**src/rtl/mem_wb_skid_stage.sv**
```systemverilog
// MEM->WB pipeline register with valid/ready flow control and a two-entry skid buffer.
// in_ready is decoded from registered state only, so WB back-pressure never reaches MEM combinationally.
module mem_wb_skid_stage #(
    parameter int unsigned DATA_W        = 32,
    parameter int unsigned RD_W          = 5,
    parameter int unsigned ZERO_SUPPRESS = 1,
    parameter int unsigned CNT_W         = 16
) (
    input  logic              clk,
    input  logic              reset,
    input  logic              flush,
    input  logic              in_valid,
    output logic              in_ready,
    input  logic [DATA_W-1:0] in_mem_read_data,
    input  logic [DATA_W-1:0] in_alu_result,
    input  logic [RD_W-1:0]   in_rd,
    input  logic              in_reg_write,
    input  logic              in_mem_to_reg,
    output logic              out_valid,
    input  logic              out_ready,
    output logic [DATA_W-1:0] out_mem_read_data,
    output logic [DATA_W-1:0] out_alu_result,
    output logic [RD_W-1:0]   out_rd,
    output logic              out_reg_write,
    output logic              out_mem_to_reg,
    output logic [DATA_W-1:0] out_wb_data,
    output logic [CNT_W-1:0]  stall_count
);

    typedef struct packed {
        logic [DATA_W-1:0] mem_read_data;
        logic [DATA_W-1:0] alu_result;
        logic [RD_W-1:0]   rd;
        logic              reg_write;
        logic              mem_to_reg;
    } beat_t;

    // EMPTY: nothing held, ONE: main valid, FULL: main and skid valid.
    typedef enum logic [1:0] {
        EMPTY,
        ONE,
        FULL
    } state_t;

    state_t state;
    beat_t  main_q;
    beat_t  skid_q;
    beat_t  in_beat;
    logic   acc;
    logic   pop;

    assign in_ready  = (state != FULL);
    assign out_valid = (state != EMPTY);
    assign acc       = in_valid && in_ready;
    assign pop       = out_valid && out_ready;

    // NOTE: every field is assigned before the conditional override, so no latch is inferred.
    always_comb begin
        in_beat.mem_read_data = in_mem_read_data;
        in_beat.alu_result    = in_alu_result;
        in_beat.rd            = in_rd;
        in_beat.reg_write     = in_reg_write;
        in_beat.mem_to_reg    = in_mem_to_reg;
        if (ZERO_SUPPRESS != 0 && in_rd == '0) begin
            in_beat.reg_write = 1'b0;
        end
    end

    // NOTE: sequential state uses non-blocking assignments so every register samples pre-edge values.
    always_ff @(posedge clk) begin
        if (reset) begin
            state       <= EMPTY;
            // NOTE: the payload registers are reset because their contents drive out_* directly and must read 0.
            main_q      <= '0;
            skid_q      <= '0;
            stall_count <= '0;
        end else begin
            if (out_valid && !out_ready && !flush && stall_count != '1) begin
                stall_count <= stall_count + CNT_W'(1);
            end

            if (flush) begin
                state <= EMPTY;
            end else begin
                case (state)
                    EMPTY: begin
                        if (acc) begin
                            main_q <= in_beat;
                            state  <= ONE;
                        end
                    end
                    ONE: begin
                        if (acc && pop) begin
                            main_q <= in_beat;
                        end else if (acc) begin
                            skid_q <= in_beat;
                            state  <= FULL;
                        end else if (pop) begin
                            state <= EMPTY;
                        end
                    end
                    FULL: begin
                        if (pop) begin
                            main_q <= skid_q;
                            state  <= ONE;
                        end
                    end
                    default: state <= EMPTY;
                endcase
            end
        end
    end

    assign out_mem_read_data = main_q.mem_read_data;
    assign out_alu_result    = main_q.alu_result;
    assign out_rd            = main_q.rd;
    assign out_mem_to_reg    = main_q.mem_to_reg;
    assign out_reg_write     = main_q.reg_write && out_valid;
    assign out_wb_data       = main_q.mem_to_reg ? main_q.mem_read_data : main_q.alu_result;

endmodule

```
**config.mk**
```make
export PLATFORM = sky130hd
export DESIGN_NAME = mem_wb_skid_stage
export DESIGN_NICKNAME = d
export VERILOG_FILES = /design/src/rtl/mem_wb_skid_stage.sv
export SDC_FILE = /design/constraint.sdc
export NUM_CORES = 1
export LEC_CHECK = 0
export ABC_AREA = 0
export BUFFER_PORTS_ARGS = -buffer_cell sky130_fd_sc_hd__buf_2
export CAP_MARGIN = 5
export CORE_MARGIN = 2
export CORE_UTILIZATION = 55
export CTS_BUF_LIST = sky130_fd_sc_hd__clkbuf_2 sky130_fd_sc_hd__clkbuf_4 sky130_fd_sc_hd__clkbuf_8
export DETAILED_ROUTE_END_ITERATION = 8
export PLACE_DENSITY = 0.93
export REMOVE_ABC_BUFFERS = 1
export SLEW_MARGIN = 20
export SYNTH_ARGS = -nofsm -noshare
export SYNTH_HDL_FRONTEND = slang
export SYNTH_SLANG_ARGS = --single-unit
```
**constraint.sdc**
```tcl
create_clock -name clk -period 2.4 [get_ports clk]
set_clock_uncertainty 0.2 [all_clocks]
set_input_delay 0.36 -clock clk [delete_from_list [all_inputs] [get_ports clk]]
set_output_delay 0.36 -clock clk [all_outputs]
set_load 0.03 [all_outputs]
```
# == Yosys cells after proc, flatten, opt, wreduce, memory -nomap -nowiden ==
# Index checks and enable logic that the tools add are counted.
# totals
register_bits,160
input_bits,76
out_inout_bits,121
# op_classes
add_sub_neg,1
n_eq_ne,9
n_mux,12
bitwise,2
reduce_logical,17
# op_table
op,count
$mux 71,3
$pmux 71 s3,1
$mux 32,1
$add 16x1->16 const B,1
$ne 16x16->1 const B,1
$mux 2,5
$ne 2x2->1 const B,5
$reduce_and 4->1,2
$logic_and 1x1->1,7
$pmux 2 s3,1
$logic_not 5->1,1
$reduce_and 5->1,1
$ne 3x3->1 const B,1
$reduce_bool 3->1,1
$eq 2x1->1 const B,1
$eq 2x2->1 const B,1
$logic_not 1->1,2
$logic_not 2->1,1
$not 1->1,2
$reduce_bool 2->1,1
$reduce_or 2->1,1
$mux 1,1

# == Logic depth before layout (Yosys ltp) ==
# Gate-level depths: netlist (run 1).
# depth
ltp_word,6
mapped_depth,7
ltp_nobuf,5

# == Worst setup path after synthesis (run 1) ==
# No wires, ideal clock.
# synth_path
path_kind,register to register
start,register stall_count[0]
end,register stall_count[15]
setup_ns,0.121
arrival_ns,1.811
required_time_ns,2.079
setup_slack_ns,0.268
stages_incl_launch_ff,7
n_path_buf,1
period_less_slack_ns,2.132
path_cell_list,dfxtp_1 ha_1 and4_4 and4bb_4 buf_6 nor4_1 mux2_2
# synth_between
elab_chain_len,2
word_cells_on_any_way,3
classes_between,add/sub: 1; eq/ne: 1; reduce/logical: 1
# synth_lines
item,line,text
start: declaration,27,output logic [CNT_W-1:0] stall_count
start signal: assignment,79,stall_count <= stall_count + CNT_W'(1);
branches (longest 2 deep; another with $add 16x1->16),-,
# Several ways; the timed one is not identified.
# A chain may end at the register's enable or synchronous reset.

# == Worst setup path after layout (run 1) ==
# layout_path
start,"register main_q, in the netlist out_mem_to_reg"
end,output out_wb_data[15]
# layout_between
elab_chain_len,1
# layout_lines
item,line,text
start: declaration,46,beat_t main_q;
start signal: assignment,88,main_q <= in_beat;
start signal: assignment,94,main_q <= in_beat;
start signal: assignment,104,main_q <= skid_q;
$mux 32,119,assign out_wb_data = main_q.mem_to_reg ? main_q.mem_read_data : main_q.alu_result;
end: declaration,26,"output logic [DATA_W-1:0] out_wb_data,"
# No other way between the ends.

==> impl_metrics.sql, run 1 <==
INSERT INTO impl_metrics (metric_group, metric, value, unit) VALUES
('sta', 'hold_violations', '0', ''),
('die', 'die_area', '14600', 'µm²'),
('global_route', 'grt_first_pass_wirelength', '32900', 'µm'),
('final_layout', 'antenna-diode-count', '0', ''),
('clock_tree', 'tritoncts', 'built', ''),
('clock_tree', 'clock_tree.root_cell', 'clkbuf_8', ''),
('worst_setup_path', 'worst_r2r_path_depth', '5', ''),
('global_route', 'first_global_vias', '6895', ''),
('final_layout', 'layout.cells.most_common', 'buf_2', ''),
('drt', 'vias', '6994', ''),
('synthesis', 'synth_top_flop_cell', 'dfxtp_1', ''),
('clock_tree', 'clkSinkCount', '160', ''),
('clock_tree', 'insertion_delay', '0.45', 'ns'),
('sta', 'hold_slack_final', '0.0766', 'ns'),
('final_layout', 'fill_cells', '910', ''),
('worst_setup_path', 'timing.critical_path.slowest_cell_delay', '0.40', 'ns'),
('synthesis', 'yosys-top-cells-area', 'dfxtp_1, a21oi_1, mux2i_1', ''),
('placed_design', 'place_ws', '0.288', 'ns'),
('synthesis', 'synth_edf_count', '0', ''),
('final_layout', 'registers.top_by_ff_count', 'skid_q', ''),
('synthesis', 'synth_area_per_cell', '8.77', 'µm²'),
('final_layout', 'area_grow_syn2layout', '23.8', '%'),
('sta', 'timing.slew.headroom', '60.5', '%'),
('sta', 'maxClockFrequency', '449', 'MHz'),
('sta', 'final_critical_path_setup_slack', '0.174', 'ns'),
('synthesis', 'postSynth.asyncResetShare', '0', '%'),
('placed_design', 'placed_cells_incl_taps', '1105', ''),
('clock_tree', 'numCtsBuffers', '17', ''),
('placed_design', 'gp_congestion', '0.850', ''),
('worst_setup_path', 'timing.critical_path.required', '1.84', 'ns'),
('synthesis', 'mappedNetlistArea', '7520', 'µm²'),
('min_path', 'hold_start', 'in_reg_write', ''),
('final_layout', 'flip_flop_count_of_the_largest_register_after_layout', '71', ''),
('worst_setup_path', 'critical_path_class', 'flop to output pin', ''),
('die', 'die_h', '121', 'µm'),
('clock_tree', 'postCtsSetupBuffers', '0', ''),
('final_layout', 'fin_nets', '1097', ''),
('sta', 'grt_setup_unrepaired', 'no', ''),
('drt', 'routed_wl', '20900', 'µm'),
('run', 'timing.max_cap.violations', '0', ''),
('global_route', 'groute.usage.overall', '28.0', '%'),
('sta', 'worstMarginPinSlew', '0.593', 'ns'),
('final_layout', 'mostFrequentLayoutCells', 'buf_2, dfxtp_1, a21oi_1', ''),
('sta', 'period_minus_slack', '2.23', 'ns'),
('worst_setup_path', 'cp-start-kind', 'flop', ''),
('min_path', 'min-delay-path-class', 'input port to flop', ''),
('drt', 'route.detailed.drc', '0', ''),
('die', 'core_area', '13300', 'µm²'),
('global_route', 'antenna_found_initial', '0', ''),
('power_and_ir_drop', 'power-per-cell-area', '666', 'nW/µm²'),
('sta', 'timing.final.setup_violations', '0', ''),
('placed_design', 'place.port_buffers', '196', ''),
('worst_setup_path', 'timing.critical_path.fanout_max', '20', ''),
('run_status', 'run_status', 'completed', ''),
('final_layout', 'final_layout_size_suffix_gt1_share', '28.4', '%'),
('drt', 'first_iter_violations', '592', ''),
('worst_setup_path', 'critical_path.reg2reg.endpoint', 'stall_count[15]', ''),
('synthesis', 'synth-warning-count', '0', ''),
('worst_setup_path', 'r2r_slack', '0.32', 'ns'),
('synthesis', 'yosys.area.top_type', 'dfxtp_1', ''),
('worst_setup_path', 'cp_cell_sequence', 'buf_4, mux2_2, buf_2', ''),
('placed_design', 'post-dp-hpwl', '11600', 'µm'),
('synthesis', 'yosys.cell_types.count', '41', ''),
('worst_setup_path', 'worst_ep_arrival_time', '1.67', 'ns'),
('synthesis', 'seq_area_frac_synth', '42.6', '%'),
('drt', 'detail-route-antenna-nets', '0', ''),
('clock_tree', 'htree_num_levels', '4', ''),
('worst_setup_path', 'cpMaxStageDelayCell', 'mux2_2', ''),
('power_and_ir_drop', 'leakage', '0.00422', 'µW'),
('global_route', 'grt_start_max_net_pins', '85', ''),
('clock_tree', 'clk_path_buf_depth', '2', '');
through the flow:
| stage | power (µW) | utilization [%] | instance area, µm² | TNS, ns |
|---|---|---|---|---|
| 3_5_place_dp | 3780 | 61.0 | 8110 | 0 |
| 4_1_cts | 6190 | 70.0 | 9310 | 0 |
| 2_1_floorplan | 3430 | - | 6690 | -209.08 |
| 5_1_grt | 6400 | 70.0 | 9310 | 0 |
| 6_report | 6200 | 70.0 | 9310 | 0 |
| 3_3_place_gp | 3760 | 61.0 | 8110 | 0 |
per-layer routing:
layer	wire (µm)	part of all wire, %	vias up	track usage [%]
li1	-	-	3284	-
met3	1220	5.8	67	6.58
met4	643	3.1	0	12.5
met5	0	0	-	0
met2	10800	52	309	50.0
met1	8160	39	3334	31.6
cells by family (layout without fill, tap and decap cells):
logic type | Yosys count | after routing | share of synthesized area (%)
compound gates | 244 | 244 | 19.1
fa+ha+maj | 1 | 1 | 0.166
simple gates | 200 | 200 | 12.0
mux | 107 | 107 | 14.8
flops | 160 | 160 | 42.6
buf+inv | 145 | 321 | 11.3
area by class of cell:
cell class                      count  area share (%)
Clock buffer                       20            2.89
Inverter                            4           0.161
Multi-Input combinational cell    552            37.6
Clock inverter                     12            2.20
Tap cell                          176            2.37
Timing Repair Buffer              285            20.4
Sequential cell                   160            34.4
synthesized netlist by cell type (2+ instances only):
cell / instances
nor2b_1: 4
o21ai_0: 4
clkbuf_1: 45
a211oi_1: 71
o31ai_1: 7
buf_2: 25
or4_1: 8
nand4_1: 4
buf_4: 70
nand2_1: 150
o41ai_1: 2
or3_1: 3
nor4_1: 2
dfxtp_1: 160
mux2i_1: 72
mux2_2: 35
nand2b_1: 2
nand3_1: 5
and3_1: 3
and2_1: 2
nor2_1: 6
a21oi_1: 155
inv_1: 4
where the power goes:
part | switching [µW] | leakage [µW] | internal (µW)
sequential | 78.0 | 0.00130 | 2750
combinational | 636 | 0.00268 | 379
clock | 1040 | 0.000233 | 1310
total | 1750 | 0.00422 | 4440
timing repair:
| action | CTS | global route |
|---|---|---|
| endpoints found under the hold margin | 71 | 0 |
| hold buffers | 72 | 0 |
| gates resized for setup | 0 | 0 |
worst max path at each step:
stage / start / endpoint / slack [ns] / cells past startpoint
finish: out_mem_to_reg / out_wb_data[15] / 0.17 / 3
global route: out_mem_to_reg / out_wb_data[15] / 0.11 / 3
CTS: out_mem_to_reg / out_wb_data[15] / 0.17 / 3
detailed placement: out_ready / stall_count[13] / 0.29 / 5
global placement: out_ready / stall_count[13] / 0.36 / 5
floorplan: state[0] / state[1] / -1.57 / 2
critical path: cells and delay by family (launching register included):
family	cells	cell delay, ns
multiplexers	1	0.40
flip-flops	1	0.33
buffers and inverters	2	0.48
(Power assumes the default switching activity.)
==> run 2: changes to the inputs <==
--- a/config.mk
+++ b/config.mk
@@ -13,6 +13,7 @@
 export CTS_BUF_LIST = sky130_fd_sc_hd__clkbuf_2 sky130_fd_sc_hd__clkbuf_4 sky130_fd_sc_hd__clkbuf_8
 export DETAILED_ROUTE_END_ITERATION = 8
 export PLACE_DENSITY = 0.93
+export RECOVER_POWER = 50
 export REMOVE_ABC_BUFFERS = 1
 export SLEW_MARGIN = 20
 export SYNTH_ARGS = -nofsm -noshare
==> impl_metrics.sql, run 2 (synthesis gave the netlist of run 1 again) <==
INSERT INTO impl_metrics (metric_group, metric, value, unit) VALUES
('run_status', 'run_status', 'completed', ''),
('run', 'timing.max_cap.violations', '0', ''),
('clock_tree', 'numCtsBuffers', '17', ''),
('die', 'die_area', '14600', 'µm²'),
('sta', 'maxClockFrequency', '450', 'MHz'),
('clock_tree', 'cts_hold_repair.buffers', '72', ''),
('final_layout', 'fin_nets', '1097', ''),
('power_and_ir_drop', 'post_layout_power', '6180', 'µW'),
('global_route', 'groute.usage.overall', '28.0', '%'),
('worst_setup_path', 'critical_path_class', 'flop to output pin', ''),
('clock_tree', 'clkSlewWorstSetupHoldPaths', '0.09', 'ns'),
('clock_tree', 'insertion_delay', '0.45', 'ns'),
('drt', 'route.detailed.drc', '0', ''),
('placed_design', 'placed_area', '8110', 'µm²'),
('sta', 'grt_setup_unrepaired', 'no', ''),
('power_and_ir_drop', 'power-per-cell-area', '673', 'nW/µm²'),
('worst_setup_path', 'timing.critical_path.required', '1.84', 'ns'),
('sta', 'timing.setup.tns', '0', 'ns'),
('die', 'die-width', '121', 'µm'),
('sta', 'finalCritPeriodShare', '92.6', '%'),
('clock_tree', 'postCtsSetupBuffers', '0', ''),
('final_layout', 'area_grow_syn2layout', '22.1', '%'),
('drt', 'routed_wl', '20900', 'µm'),
('min_path', 'min-delay-path-class', 'input port to flop', ''),
('die', 'core_area', '13300', 'µm²'),
('worst_setup_path', 'critical_path.endpoint_type', 'output pin', ''),
('clock_tree', 'tritoncts', 'built', ''),
('global_route', 'grt_overflow', '0', ''),
('drt', 'detail-route-antenna-nets', '0', ''),
('final_layout', 'final_core_util', '69.0', '%'),
('clock_tree', 'clock_tree.root_cell', 'clkbuf_8', ''),
('global_route', 'grt_start_max_net_pins', '85', ''),
('sta', 'slew_viol_final', '0', ''),
('final_layout', 'flip_flop_count_of_the_largest_register_after_layout', '71', ''),
('sta', 'hold_violations', '0', ''),
('worst_setup_path', 'worst_ep_arrival_time', '1.66', 'ns'),
('drt', 'viasPerCell', '5.80', ''),
('worst_setup_path', 'cp-start-kind', 'flop', ''),
('die', 'floorplan.initialDensity', '56.5', '%'),
('final_layout', 'registers.top_by_ff_count', 'skid_q', ''),
('placed_design', 'post-dp-hpwl', '11600', 'µm'),
('sta', 'period_minus_slack', '2.22', 'ns'),
('min_path', 'hold_start', 'in_reg_write', ''),
('drt', 'detail_route.wl_per_cell', '17.3', 'µm'),
('worst_setup_path', 'worstReg2RegStart', 'state[1]', ''),
('sta', 'worstMarginPinSlew', '0.638', 'ns'),
('power_and_ir_drop', 'leakage', '0.00387', 'µW'),
('placed_design', 'place.port_buffers', '196', ''),
('global_route', 'grt_first_pass_wirelength', '32900', 'µm'),
('power_and_ir_drop', 'vdd_ir_drop_max', '0.000559', 'V'),
('worst_setup_path', 'critical_path.startpoint', 'out_mem_to_reg', ''),
('clock_tree', 'clk_path_buf_depth', '2', ''),
('worst_setup_path', 'timing.critical_path.fanout_max', '20', ''),
('final_layout', 'mostFrequentLayoutCells', 'dfxtp_1, a21oi_1, nand2_1', ''),
('clock_tree', 'cts_resized', '0', ''),
('final_layout', 'antenna-diode-count', '0', ''),
('die', 'pin_count', '197', ''),
('drt', 'first_pass_iters', '5', ''),
('final_layout', 'final_layout_size_suffix_gt1_share', '19.8', '%'),
('die', 'die_h', '121', 'µm'),
('clock_tree', 'htree_num_levels', '4', ''),
('clock_tree', 'clkSinkCount', '160', ''),
('sta', 'timing.slew.headroom', '57.4', '%'),
('drt', 'first_iter_violations', '629', ''),
('global_route', 'first_global_vias', '6895', ''),
('global_route', 'antenna_found_initial', '0', ''),
('final_layout', 'finalInstanceArea', '9180', 'µm²'),
('die', 'rows', '42', ''),
('placed_design', 'gp_congestion', '0.850', ''),
('drt', 'vias', '7011', ''),
('final_layout', 'layout.cells.most_common', 'dfxtp_1', ''),
('sta', 'timing.final.setup_violations', '0', '');
## run 2: cell count changes in the layout (fill, tap and decap cells not counted), sizes merged
cell / previous run / this run
clkbuf: 20 / 109
buf: 213 / 124
## run 2: path summary, 6_finish.rpt
kind                                   endpoint  slack, ns  depth (start not counted)
worst max-delay path            out_wb_data[15]       0.18                          3
worst min-delay path                  skid_q[1]       0.08                          4
worst max register to register       skid_q[47]       0.22                          5
worst min register to register        skid_q[5]       0.26                          2
## run 2: stage by stage
stage	setup WS [ns]	cells	hold slack (ns)
2_1_floorplan	-1.57	716	0.229
3_3_place_gp	0.357	1105	0.240
3_5_place_dp	0.288	1105	0.246
4_1_cts	0.174	1209	0.0371
5_1_grt	0.112	1209	0.0670
6_report	0.177	1209	0.0783
## run 2: metal layers
metal	wire (µm)	share of wire (%)	global-route usage (%)	vias up
met5	0	0	0	-
met2	10800	52	50.0	345
met1	8110	39	31.6	3306
li1	-	-	-	3284
met4	697	3.3	12.5	0
met3	1260	6.0	6.58	76
## run 2: report_power, final
part	switching, µW	internal (µW)
sequential	80.2	2750
clock	1040	1310
combinational	636	355
## run 2: area by class of cell
class	count	area [µm²]
Fill cell	964	4120
Multi-Input combinational cell	552	3500
Sequential cell	160	3200
Timing Repair Buffer	285	1770
Clock buffer	20	269
Tap cell	176	220
Clock inverter	12	205
Inverter	4	15.0
## run 2: critical path: stages (launching register included)
cell     delay, ns
dfxtp_2       0.33
buf_4         0.30
mux2_2        0.40
buf_2         0.18
==> run 3: changes to the inputs <==
--- a/config.mk
+++ b/config.mk
@@ -13,7 +13,7 @@
 export CTS_BUF_LIST = sky130_fd_sc_hd__clkbuf_2 sky130_fd_sc_hd__clkbuf_4 sky130_fd_sc_hd__clkbuf_8
 export DETAILED_ROUTE_END_ITERATION = 8
 export PLACE_DENSITY = 0.93
-export RECOVER_POWER = 50
+export RECOVER_POWER = 25
 export REMOVE_ABC_BUFFERS = 1
 export SLEW_MARGIN = 20
 export SYNTH_ARGS = -nofsm -noshare
==> impl_metrics.sql, run 3 (synthesis gave the netlist of run 1 again) <==
INSERT INTO impl_metrics (metric_group, metric, value, unit) VALUES
('power_and_ir_drop', 'power.share.sequential', '45.8', '%'),
('global_route', 'first_global_vias', '6895', ''),
('final_layout', 'registers.top_by_ff_count', 'skid_q', ''),
('placed_design', 'post-dp-hpwl', '11600', 'µm'),
('sta', 'period_minus_slack', '2.23', 'ns'),
('final_layout', 'mostFrequentLayoutCells', 'dfxtp_1, a21oi_1, nand2_1', ''),
('sta', 'timing.setup.tns', '0', 'ns'),
('die', 'die-width', '121', 'µm'),
('run_status', 'run_status', 'completed', ''),
('clock_tree', 'htree_num_levels', '4', ''),
('worst_setup_path', 'timing.critical_path.fanout_max', '20', ''),
('global_route', 'grt_first_pass_wirelength', '32900', 'µm'),
('clock_tree', 'clk_path_buf_depth', '2', ''),
('clock_tree', 'numCtsBuffers', '17', ''),
('clock_tree', 'clkSlewWorstSetupHoldPaths', '0.09', 'ns'),
('power_and_ir_drop', 'power_frac_clock', '38.1', '%'),
('power_and_ir_drop', 'sw_frac_of_total', '28.4', '%'),
('drt', 'first_iter_violations', '595', ''),
('sta', 'finalCritPeriodShare', '92.8', '%'),
('worst_setup_path', 'cpMaxStageDelayCell', 'mux2_2', ''),
('drt', 'routed_wl', '20800', 'µm'),
('drt', 'viasPerCell', '5.76', ''),
('final_layout', 'flip_flop_count_of_the_largest_register_after_layout', '71', ''),
('die', 'core_area', '13300', 'µm²'),
('sta', 'timing.slew.headroom', '57.5', '%'),
('die', 'die_h', '121', 'µm'),
('drt', 'detail_route.wl_per_cell', '17.2', 'µm'),
('placed_design', 'place.port_buffers', '196', ''),
('global_route', 'antenna_found_initial', '0', ''),
('clock_tree', 'cts_resized', '0', ''),
('drt', 'route.detailed.drc', '0', ''),
('min_path', 'min-delay-path-class', 'input port to flop', ''),
('worst_setup_path', 'critical_path.endpoint_type', 'output pin', ''),
('sta', 'timing.final.setup_violations', '0', ''),
('power_and_ir_drop', 'vdd_ir_drop_max', '0.000560', 'V'),
('die', 'floorplan.initialDensity', '56.5', '%'),
('worst_setup_path', 'worst_r2r_path_depth', '5', ''),
('final_layout', 'fin_nets', '1097', ''),
('placed_design', 'place_ws', '0.288', 'ns'),
('run', 'timing.max_cap.violations', '0', ''),
('global_route', 'groute.usage.overall', '28.0', '%'),
('final_layout', 'layout.cells.most_common', 'dfxtp_1', ''),
('worst_setup_path', 'critical_path_class', 'flop to output pin', ''),
('global_route', 'grt_overflow', '0', ''),
('worst_setup_path', 'cp_cell_sequence', 'buf_4, mux2_2, buf_2', ''),
('sta', 'hold_violations', '0', ''),
('global_route', 'grt_start_max_net_pins', '85', ''),
('final_layout', 'antenna-diode-count', '0', ''),
('drt', 'vias', '6960', ''),
('sta', 'worstMarginPinSlew', '0.638', 'ns'),
('worst_setup_path', 'crit_family', 'buffers and inverters', ''),
('worst_setup_path', 'path_depth', '3', ''),
('sta', 'maxClockFrequency', '449', 'MHz'),
('worst_setup_path', 'r2r_slack', '0.32', 'ns'),
('final_layout', 'area_grow_syn2layout', '22.6', '%'),
('worst_setup_path', 'timing.critical_path.slowest_cell_delay', '0.40', 'ns'),
('die', 'die_area', '14600', 'µm²'),
('worst_setup_path', 'cp-start-kind', 'flop', ''),
('clock_tree', 'insertion_delay', '0.45', 'ns'),
('clock_tree', 'clock_tree.root_cell', 'clkbuf_8', ''),
('clock_tree', 'clkSinkCount', '160', ''),
('clock_tree', 'postCtsSetupBuffers', '0', ''),
('power_and_ir_drop', 'power-per-cell-area', '670', 'nW/µm²'),
('worst_setup_path', 'worst_ep_arrival_time', '1.67', 'ns'),
('min_path', 'worstHoldPathCells', '4', ''),
('drt', 'first_pass_iters', '5', ''),
('die', 'rows', '42', ''),
('power_and_ir_drop', 'power_switching', '1750', 'µW'),
('power_and_ir_drop', 'internal-power', '4420', 'µW'),
('sta', 'grt_setup_unrepaired', 'no', ''),
('final_layout', 'final_layout_size_suffix_gt1_share', '21.7', '%'),
('power_and_ir_drop', 'p_comb_share', '16.1', '%'),
('clock_tree', 'cts_hold_repair.buffers', '72', ''),
('worst_setup_path', 'timing.critical_path.required', '1.84', 'ns'),
('die', 'pin_count', '197', ''),
('placed_design', 'gp_congestion', '0.850', ''),
('worst_setup_path', 'critical_path.n_buffers_inverters', '2', ''),
('drt', 'detail-route-antenna-nets', '0', ''),
('sta', 'slew_viol_final', '0', ''),
('power_and_ir_drop', 'leakage', '0.00394', 'µW'),
('sta', 'hold_slack_final', '0.0774', 'ns'),
('sta', 'final_critical_path_setup_slack', '0.173', 'ns'),
('clock_tree', 'tritoncts', 'built', '');
## run 3: power by group through the flow
stage	Clock (µW)	Sequential [µW]	Combinational [µW]
finish	2350	2830	993
global route	2480	2840	1050
CTS	2380	2820	993
detailed placement	0	2880	899
global placement	0	2880	881
floorplan	0	3050	387
## run 3: tightest hold or removal path: stages
cell and delay [ns]:
buf_2 0.11, o21a_1 0.11, nand2_1 0.06, a21oi_1 0.05
## run 3: through the flow
step                instances  total power [µW]  area, µm²  utilization [%]
CTS                      1209              6190       9310             70.0
global placement         1105              3760       8110             61.0
floorplan                 716              3430       6690                -
detailed placement       1105              3780       8110             61.0
finish                   1209              6180       9220             69.3
global route             1209              6380       9220             69.3
## run 3: routing by layer
| metal | vias up | wire (µm) | global-route usage, % |
|---|---|---|---|
| met2 | 296 | 10800 | 50.0 |
| met5 | - | 0 | 0 |
| met1 | 3326 | 8240 | 31.6 |
| li1 | 3281 | - | - |
| met4 | 0 | 620 | 12.5 |
| met3 | 57 | 1120 | 6.58 |
## run 3: final cells by class
cell class	count	area (µm²)
Clock buffer	20	269
Clock inverter	12	205
Fill cell	956	4080
Inverter	4	15.0
Multi-Input combinational cell	552	3500
Sequential cell	160	3200
Tap cell	176	220
Timing Repair Buffer	285	1810
## run 3: path summary, 6_finish.rpt
check / startpoint / endpoint
min reg2reg: skid_q[5] / skid_q[5]
max reg2reg: stall_count[0] / stall_count[15]
min: in_reg_write / skid_q[1]
max: out_mem_to_reg / out_wb_data[15]
